File: src/rtl/param_datapath.sv
// param_datapath: parameterised register file / shifter / ALU / status datapath with a
// multi-cycle shift-add multiplier. Define DATAPATH_FWD_EN to bypass write-back data into A/B loads.
module param_datapath #(
    parameter int WIDTH = 16,
    parameter int NREG  = 8,
    parameter int PCW   = 8
) (
    input  logic                    clk,
    input  logic                    reset_n,
    input  logic [$clog2(NREG)-1:0] readnum,
    input  logic [$clog2(NREG)-1:0] writenum,
    input  logic                    write,
    input  logic [3:0]              vsel,
    input  logic                    loada,
    input  logic                    loadb,
    input  logic                    loadc,
    input  logic                    loads,
    input  logic                    asel,
    input  logic                    bsel,
    input  logic [1:0]              shift,
    input  logic [2:0]              ALUop,
    input  logic                    start,
    input  logic [WIDTH-1:0]        datapath_in,
    input  logic [WIDTH-1:0]        mdata,
    input  logic [WIDTH-1:0]        sximm,
    input  logic [PCW-1:0]          PC,
    output logic                    busy,
    output logic                    done,
    output logic                    Z_out,
    output logic                    V_out,
    output logic                    N_out,
    output logic [WIDTH-1:0]        datapath_out
);
    localparam int CW = $clog2(WIDTH + 1);

    typedef enum logic [1:0] {IDLE, RUN, DONE} state_t;
    state_t state, state_nx;

    logic [NREG-1:0][WIDTH-1:0] regs;
    logic [WIDTH-1:0]           a_q, b_q, c_q;
    logic [WIDTH-1:0]           wb_data, rd_data, sh_out, ain, bin, alu_res;
    logic                       wb_ok, alu_v, z_q, v_q, n_q, done_q, mul_go;
    logic [2*WIDTH-1:0]         acc, mcand;
    logic [WIDTH-1:0]           mplier;
    logic [CW-1:0]              cnt;

    // Non-one-hot select drops the write rather than merging sources.
    always_comb begin
        wb_ok   = 1'b1;
        wb_data = '0;
        case (vsel)
            4'b0001: wb_data = c_q;
            4'b0010: wb_data = datapath_in;
            4'b0100: wb_data = mdata;
            4'b1000: wb_data = WIDTH'(PC);
            default: wb_ok = 1'b0;
        endcase
    end

    always_comb begin
        rd_data = regs[readnum];
`ifdef DATAPATH_FWD_EN
        if (write && wb_ok && (writenum == readnum)) rd_data = wb_data;
`endif
    end

    always_ff @(posedge clk or negedge reset_n) begin
        if (!reset_n) begin
            for (int i = 0; i < NREG; i++) regs[i] <= '0;
        end else if (write && wb_ok) begin
            regs[writenum] <= wb_data;
        end
    end

    always_comb begin
        case (shift)
            2'b01:   sh_out = {b_q[WIDTH-2:0], 1'b0};
            2'b10:   sh_out = {1'b0, b_q[WIDTH-1:1]};
            2'b11:   sh_out = {b_q[WIDTH-1], b_q[WIDTH-1:1]};
            default: sh_out = b_q;
        endcase
    end

    assign ain = asel ? '0 : a_q;
    assign bin = bsel ? sximm : sh_out;

    always_comb begin
        alu_res = '0;
        alu_v   = 1'b0;
        case (ALUop)
            3'b000: begin
                alu_res = ain + bin;
                alu_v   = (ain[WIDTH-1] == bin[WIDTH-1]) && (alu_res[WIDTH-1] != ain[WIDTH-1]);
            end
            3'b001: begin
                alu_res = ain - bin;
                alu_v   = (ain[WIDTH-1] != bin[WIDTH-1]) && (alu_res[WIDTH-1] != ain[WIDTH-1]);
            end
            3'b010:  alu_res = ain & bin;
            3'b011:  alu_res = ~bin;
            default: alu_res = '0;
        endcase
    end

    assign busy   = (state != IDLE);
    assign mul_go = (state == IDLE) && start && (ALUop == 3'b100);

    always_comb begin
        state_nx = state;
        case (state)
            IDLE:    if (mul_go) state_nx = RUN;
            RUN:     if (cnt == CW'(1)) state_nx = DONE;
            DONE:    state_nx = IDLE;
            default: state_nx = IDLE;
        endcase
    end

    always_ff @(posedge clk or negedge reset_n) begin
        if (!reset_n) state <= IDLE;
        else          state <= state_nx;
    end

    // Unsigned shift-add: multiplicand walks left, multiplier walks right.
    always_ff @(posedge clk or negedge reset_n) begin
        if (!reset_n) begin
            acc    <= '0;
            mcand  <= '0;
            mplier <= '0;
            cnt    <= '0;
        end else if (mul_go) begin
            acc    <= '0;
            mcand  <= {{WIDTH{1'b0}}, ain};
            mplier <= bin;
            cnt    <= CW'(WIDTH);
        end else if (state == RUN) begin
            if (mplier[0]) acc <= acc + mcand;
            mcand  <= mcand << 1;
            mplier <= mplier >> 1;
            cnt    <= cnt - CW'(1);
        end
    end

    always_ff @(posedge clk or negedge reset_n) begin
        if (!reset_n) begin
            a_q <= '0;
            b_q <= '0;
        end else begin
            if (loada) a_q <= rd_data;
            if (loadb) b_q <= rd_data;
        end
    end

    // The multiplier owns C and status from start until its result lands.
    always_ff @(posedge clk or negedge reset_n) begin
        if (!reset_n) begin
            c_q    <= '0;
            z_q    <= 1'b0;
            v_q    <= 1'b0;
            n_q    <= 1'b0;
            done_q <= 1'b0;
        end else begin
            done_q <= (state == DONE);
            if (state == DONE) begin
                c_q <= acc[WIDTH-1:0];
                z_q <= (acc[WIDTH-1:0] == '0);
                n_q <= acc[WIDTH-1];
                v_q <= |acc[2*WIDTH-1:WIDTH];
            end else if (!busy) begin
                if (loadc) c_q <= alu_res;
                if (loads) begin
                    z_q <= (alu_res == '0);
                    n_q <= alu_res[WIDTH-1];
                    v_q <= alu_v;
                end
            end
        end
    end

    assign done         = done_q;
    assign Z_out        = z_q;
    assign V_out        = v_q;
    assign N_out        = n_q;
    assign datapath_out = c_q;
endmodule

File: config.mk
export PLATFORM = sky130hd
export DESIGN_NAME = param_datapath
export DESIGN_NICKNAME = d
export VERILOG_FILES = /design/src/rtl/param_datapath.sv
export SDC_FILE = /design/constraint.sdc
export NUM_CORES = 1
export LEC_CHECK = 0
export CAP_MARGIN = 20
export CORE_UTILIZATION = 38
export DETAILED_ROUTE_END_ITERATION = 7
export SETUP_SLACK_MARGIN = 0.4
export SYNTH_ARGS = -nofsm -noshare
export SYNTH_HDL_FRONTEND = slang
export SYNTH_SLANG_ARGS = --single-unit
File: constraint.sdc
create_clock -name clk -period 5.17 [get_ports clk]
set_clock_uncertainty 0.15 [all_clocks]
set_input_delay 1.034 -clock clk [delete_from_list [all_inputs] [get_ports clk]]
set_output_delay 1.034 -clock clk [all_outputs]
set_load 0.02 [all_outputs]
==> reports/results.ini <==
[synthesis]
synth-seq-cells=267
synth_nets=1840
synth_top_family_by_area=compound AO/OA/AOI/OAI gates
synth_edf_count=0
synthMuxAreaShare=0.0811
synthFlopType=dfrtp_1
syn_area_per_cell_um2=9.12
synthTopCellsByArea=dfrtp_1 (43%), a21oi_1 (5.9%), nand2_1 (5.8%), ha_1 (5.4%), mux4_2 (4.8%)
synth-simple-area-share=0.162
syn_area_um2=15400
synthAdderAreaFrac=0.0583
async_flop_share=1.00
ys_warn_count=0
seq_area_frac_synth=0.434
synthCells=1689
yosysTopAreaCell=dfrtp_1
synth.distinct_cells=75
synthXorXnorAreaFrac=0.0245
synth_compound_area_frac=0.203
synth_top_area_frac=0.434

[timing]
min_period_over_period=0.882
slew-limit-headroom=0.170
fmax_ghz=0.219
hold_viol_final=0
rsz0062_at_grt=no
drv_slew=0
tightestPinTransition_ps=1240
finalSetupViolCount=0
period_minus_slack_ps=4560

[setup_path]
start_kind=primary input
path_depth=14
worst_r2r_path_depth=16
crit_family=simple AND/OR/NAND/NOR gates
path_max_fanout=8
critPathMaxStageDelay_ps=700
critical-path-slowest-cell=clkdlybuf4s50_1
critical_path_arrival_ps=4910
critPathBufInv=2
crit_chain=clkdlybuf4s50_1, o21ai_0, buf_4, fa_1, a21o_1, a21oi_4, o211ai_1, o21ai_1, xor2_1, o221ai_1, or4_1, or4_4, nor4_2, a31o_1
critical_path_class=primary input to flop
required_ps=5520
endpoint_kind=flop

[drt]
topRoutingLayerUsed=met4
dr_wl_met2_um=21700
totalWireLength_um=46500
drt_iter0_drc=1077
dr.pass1.iters=6
post-route-drc-count=0
wl_met1_um=21300
wl_met3_um=2490
via_per_inst=5.55
wl_per_cell_um=19.5
ant_nets=0
vias=13200

[clock_tree]
h-tree-depth=1
clockBufferDepth=3
root_buffer=clkbuf_16
clock_latency_ps=580
clock-sinks=267
cts_tree=built
cts_buffers=30
post-cts-setup-buffers=0
clk_pin_slew_worst_paths_ps=60

[global_routing]
grt_pass1_vias=13400
overflow=0
grt_pass1_wl_um=74800
antenna_found_initial=0
grt_max_degree=126
grtUsageTotal=0.231

[place]
place_congestion=0.964
postPlaceCellArea_um2=17700
io_buffers=101
dp_hpwl_um=34300

[floorplan]
io_pins=102
start_util=0.387
die_w_um=203
rows=73
fp.coreArea_um2=39800
die-area_um2=41300
die_y_um=203

[outcome]
status=finished clean

[layout]
final_nets=1993
syn2layout_area_growth_pct=21.7
layout_common_cells=dfrtp_1 (267), nand2_1 (236), a21oi_1 (176), nor2_1 (165), o21ai_0 (147)
n_antenna_cell=0
final_common_cell=dfrtp_1
final_cell_area_um2=18700
final_util=0.471
drive_gt1_frac=0.130

[power]
p_seq_frac=0.392
sw_frac_of_total=0.364
p_int_mw=5.18
clock_power_share=0.263
netSwitchingPower_mw=2.97
p_leak_nw=8.43
ir_drop_uv=318
powerDensity_nw_per_um2=435
pwr-share-comb=0.345

[run]
cap_violations=0

[min_path]
min_path_cells=2
min_path_type=flop to flop

[power by group through the flow]
stage / sequential, mW / clock [mW] / combinational, mW
6_report: 3.20 / 2.14 / 2.81
4_1_cts: 3.19 / 2.20 / 2.80
5_1_grt: 3.28 / 2.27 / 3.15
3_3_place_gp: 3.21 / 0 / 2.74
3_5_place_dp: 3.22 / 0 / 2.79
2_1_floorplan: 3.05 / 0 / 1.83
[worst paths after layout]
kind | start | to | slack [ps]
max in group asynchronous | reset_n | regs[85] | 3320
max reg2reg | b_q[1] | Z_out | 1130
min reg2reg | regs[63] | regs[63] | 330
max | bsel | Z_out | 610
min | regs[63] | regs[63] | 330
min in group asynchronous | reset_n | mplier[7] | 430
[synth_stat cells (all sizes together), types with 5 or more instances]
cell type,instances
a22o,10
a21o,24
clkbuf,82
o21ai,157
or3,6
a22oi,30
a222oi,8
buf,20
mux2,9
o22ai,9
xnor2,26
o211ai,8
and2,8
nor4b,5
o31a,7
nand3,32
nor3b,5
nand4,6
nand2b,10
a21oi,184
nor2,168
or2,5
nor2b,23
o21a,5
a221oi,10
a211oi,11
o221ai,5
xor2,17
and3,13
inv,44
nor4,14
o21bai,9
nand2,237
mux2i,40
nand3b,7
dfrtp,267
o31ai,5
nor3,12
ha,67
a31oi,15
mux4,33
[per-layer routing]
layer / track usage / up-vias
met4: 0.0526 / 0
met2: 0.384 / 341
li1: - / 6359
met1: 0.312 / 6475
met5: 0 / -
met3: 0.0427 / 54
[layout make-up]
class | count | area (um^2)
multi-input cells | 1274 | 8240
fillers | 3936 | 21100
well taps | 525 | 657
flip-flops and latches | 267 | 6680
inverters | 46 | 173
clock buffers | 43 | 860
clock inverters | 6 | 130
repair buffers | 223 | 2000
[registers in the layout, indices dropped and copies added, names as in the netlist]
register and flops:
N_out 1, regs 128, state 2, a_q 16
Z_out 1, datapath_out 16, cnt 5, mcand 32
mplier 16, b_q 16, done 1, acc 32
V_out 1
[metrics by stage]
stage	setup WS (ps)	hold slack, ps	TNS [ps]	std cells	power, mW
after floorplan	417	295	0	1689	4.88
after detailed placement	-213	318	-213	2333	6.01
after CTS	431	327	0	2382	8.19
after global routing	426	347	0	2384	8.70
after global placement	-132	306	-132	2332	5.95
final	608	325	0	2384	8.14
[timing repair]
item	4_1_cts	5_1_grt
hold endpoints to repair	0	0
pin swaps	0	1
endpoints found under the setup margin	1	7
hold buffers	0	0
gates resized for setup	1	13
cloned	0	0
[tightest hold or removal path, stage by stage (launching register included)]
cell	delay, ps
dfrtp_1	340
nand2_1	40
o21ai_0	60
[cell families after synthesis]
kind of cell | after synthesis
XOR/XNOR | 43
flip-flops | 267
multiplexers | 82
buffers and inverters | 148
AND/OR/NAND/NOR | 559
adder cells (fa/ha/maj) | 70
AO/OA/AOI/OAI | 520
Note: power is estimated with default switching activity, not from simulation.
